[src/rtl/mig_tg_pkg.sv]
// mig_tg_pkg: shared types and constants for the MIG
// traffic generator / checker.
package mig_tg_pkg;

  typedef enum logic [2:0] {
    IDLE,
    WRITE,
    W2R,
    READ,
    DRAIN,
    FINISH
  } state_t;

  localparam logic [1:0] PAT_INC2  = 2'd0;
  localparam logic [1:0] PAT_ADDR  = 2'd1;
  localparam logic [1:0] PAT_WALK1 = 2'd2;
  localparam logic [1:0] PAT_ALT   = 2'd3;

  localparam logic [2:0] CMD_WRITE = 3'b000;
  localparam logic [2:0] CMD_READ  = 3'b001;

endpackage

[src/rtl/mig_tg_pattern.sv]
// mig_tg_pattern: combinational data pattern for beat idx
// at beat address addr.
import mig_tg_pkg::*;

module mig_tg_pattern #(
  parameter int DATA_W = 256,
  parameter int ADDR_W = 29,
  parameter int CNT_W  = 16
) (
  input  logic [CNT_W-1:0]  idx,
  input  logic [ADDR_W-1:0] addr,
  input  logic [1:0]        sel,
  output logic [DATA_W-1:0] data
);

  localparam int REP = DATA_W / ADDR_W + 1;

  logic [31:0] pos;

  assign pos = 32'(idx) % 32'(DATA_W);

  always_comb begin
    data = '0;
    unique case (sel)
      PAT_INC2:  data = DATA_W'({idx, 1'b0});
      PAT_ADDR:  data = DATA_W'({REP{addr}});
      PAT_WALK1: data = DATA_W'(1) << pos;
      PAT_ALT:   data = {DATA_W{idx[0]}};
      default:   data = '0;
    endcase
  end

endmodule

[config.mk]
export PLATFORM = sky130hd
export DESIGN_NAME = mig_tg_pattern
export DESIGN_NICKNAME = d
export VERILOG_FILES = /design/src/rtl/mig_tg_pkg.sv /design/src/rtl/mig_tg_pattern.sv
export SDC_FILE = /design/constraint.sdc
export NUM_CORES = 1
export LEC_CHECK = 0
export CAP_MARGIN = 20
export CORE_AREA = 4 4 117 119
export DETAILED_ROUTE_END_ITERATION = 16
export DIE_AREA = 0 0 121 123
export SETUP_SLACK_MARGIN = 0.15
export SKIP_LAST_GASP = 1
export SYNTH_ARGS = -nofsm -noshare
export SYNTH_HDL_FRONTEND = slang
export SYNTH_SLANG_ARGS = --single-unit
[constraint.sdc]
create_clock -name vclk -period 2.51
set_clock_uncertainty 0.05 [all_clocks]
set_input_delay 0.502 -clock vclk [all_inputs]
set_output_delay 0.502 -clock vclk [all_outputs]
set_load 0.01 [all_outputs]
==> reports/qor.txt <==
drt first pass iters - 7
hold endpoint - data[4]
Worst path depth - 5
Top delay family on crit path - buffers and inverters
drt first-iter violations - 578
DR WL/cell - 24.2 um
Net count, final - 932
gr usage total - 30.9%
RSZ-0062 raised after global routing - true
LEAKAGE - 3.09 nW
minimum clock period - 2.38 ns
Inst Count DP - 1002
post-route cell area - 6780 um2
Internal - 592 uW
syn avg cell area - 5.29 um2
Worst Min Path Start - idx[3]
Mapped Area - 2370 um2
global-route wire length before repair - 35300 um
Max-Cap Viols - 0
slowest stage delay, CP - 0.42 ns
Worst Setup End Kind - output port
CP Max Fanout - 8
starting density of the core - 18.9%
most frequent cells in the layout - buf_2, buf_4, o21ai_0
Cell Pwr Density - 192 nW/um2
Std-Cell Core Area - 12600 um2
port bufs - 303
Top Ports - 303
clock buf count - 0
Distinct cells, synth - 26
area share of the largest cell type after synthesis - 49.2%
Worst EP required - 1.96 ns
syn_nets - 495
Slowest-stage cell, CP - clkdlybuf4s50_1
FP Rows - 41
vias per cell - 5.50
routability cong. - 0.941
vias in the first global route - 5619
Area Overhead vs Synth - 186%
final hold vios - 0
CP Class - input port to output port
final WL - 25600 um
Slew HR - 73.4%
layout cells sized above 1 - 58.8%
Combinational Power Share - 100.0%
largest net degree at the start of global routing - 21
period utilisation layout - 94.9%
status - completed
Cell Area, Placed - 6490 um2
Final Max Slew Viols - 0
Reg area - 0 um2
Hold Path Depth - 4
Seq pwr share - 0%
Max Freq - 0.420 GHz
DRC Markers - 0
die width - 121 um
synth top area cells - o21ai_0, nor2b_1, nand2_1, o21ai_1, o211ai_1
Final Power - 1.30 mW
vias - 5803
die height - 123 um
Sw Pwr - 708 uW
critical path cell sequence - clkdlybuf4s50_1 > nor2b_1 > o21ai_4 > o21ai_0 > dlygate4sd2_1
global route overflow - 0
Slew @ Worst Pin - 0.397 ns
sequential cell count - 0
Final Worst Setup Slack - 0.127 ns
area leader, netlist - o21ai_0
number of diodes - 0
Max VDD drop - 0.0888 mV
final setup fails - 0
TNS Setup - 0 ns
post-route ant nets - 0
Bufs and invs on worst path - 2
Final HPWL DP - 18400 um
leading cell type in the layout, fill and taps excluded - buf_2
Critical Path AT - 1.83 ns
final instance count without filler cells - 1055
Clk network pwr share - 0%
Sw Ratio - 54.5%
setup slack after placement - -0.804 ns
fill count - 1286
Synth Instances - 448
Yosys warnings - 0
antenna violations before repair - 2
part of the Yosys area used for sequential elements - 0%
worst hold path class - input port to output port
die area - 14900 um2
Worst setup SP type - input port
metrics by stage:
step / hold WS (ns) / utilization [%]
detailed placement: 1.96 / 51.6
global placement: 1.96 / 51.6
global route: 1.46 / 54.0
floorplan: 1.11 / -
CTS: 1.43 / 52.4
finish: 1.42 / 54.0
routing by layer:
layer,share of wire (%),global-route usage (%)
met5,0.11,0
met4,3.6,9.84
met3,9.7,7.37
met2,47,52.4
met1,40,38.7
layout make-up:
| class | count | area (um2) | share of cell area, % |
|---|---|---|---|
| Multi-Input combinational cell | 409 | 2820 | 41.5 |
| Tap cell | 172 | 215 | 3.17 |
| Inverter | 1 | 3.75 | 0.0553 |
| Timing Repair Buffer | 473 | 3750 | 55.2 |
worst min-delay path: cells and delay by family:
kind / cells / cell delay (ns)
simple gates: 1 / 0.08
compound gates: 1 / 0.08
buf+inv: 2 / 0.30
worst max-delay path by stage:
stage / start / endpoint / slack [ns]
floorplan: idx[6] / data[18] / 0.31
global placement: idx[3] / data[73] / -0.78
detailed placement: idx[3] / data[73] / -0.80
CTS: idx[2] / data[19] / 0.06
global route: idx[1] / data[245] / 0.06
finish: addr[1] / data[117] / 0.13
cells in the mapped netlist, drive strengths merged:
cell,number
a211oi,1
a21oi,1
and2,1
and2b,2
and4b,1
and4bb,2
buf,17
clkbuf,22
inv,1
nand2,46
nand3,17
nand3b,2
nand4,3
nor2,8
nor2b,37
nor3b,1
nor4b,2
o211ai,15
o21ai,269
power groups by stage:
stage / combinational [mW] / clock, mW / sequential, mW
global route: 1.36 / 0 / 0
detailed placement: 1.29 / 0 / 0
global placement: 1.29 / 0 / 0
floorplan: 0.423 / 0 / 0
CTS: 1.21 / 0 / 0
finish: 1.30 / 0 / 0
cell families (layout without fill, tap and decap cells):
| logic type | count (synthesis) | after routing | synth area share (%) |
|---|---|---|---|
| AOI/OAI and AO/OA | 286 | 287 | 64.0 |
| and+or+nand+nor | 122 | 122 | 28.5 |
| buffers and inverters | 40 | 474 | 7.55 |
what timing repair did:
action                     in CTS  in global routing
gates cloned                    6                  2
setup endpoints to repair     256                235
hold buffers                    0                  0
pin swaps                      23                 30
resized for setup             972                324
setup buffers                  31                 14
Note: power is estimated with default switching activity, not from simulation.
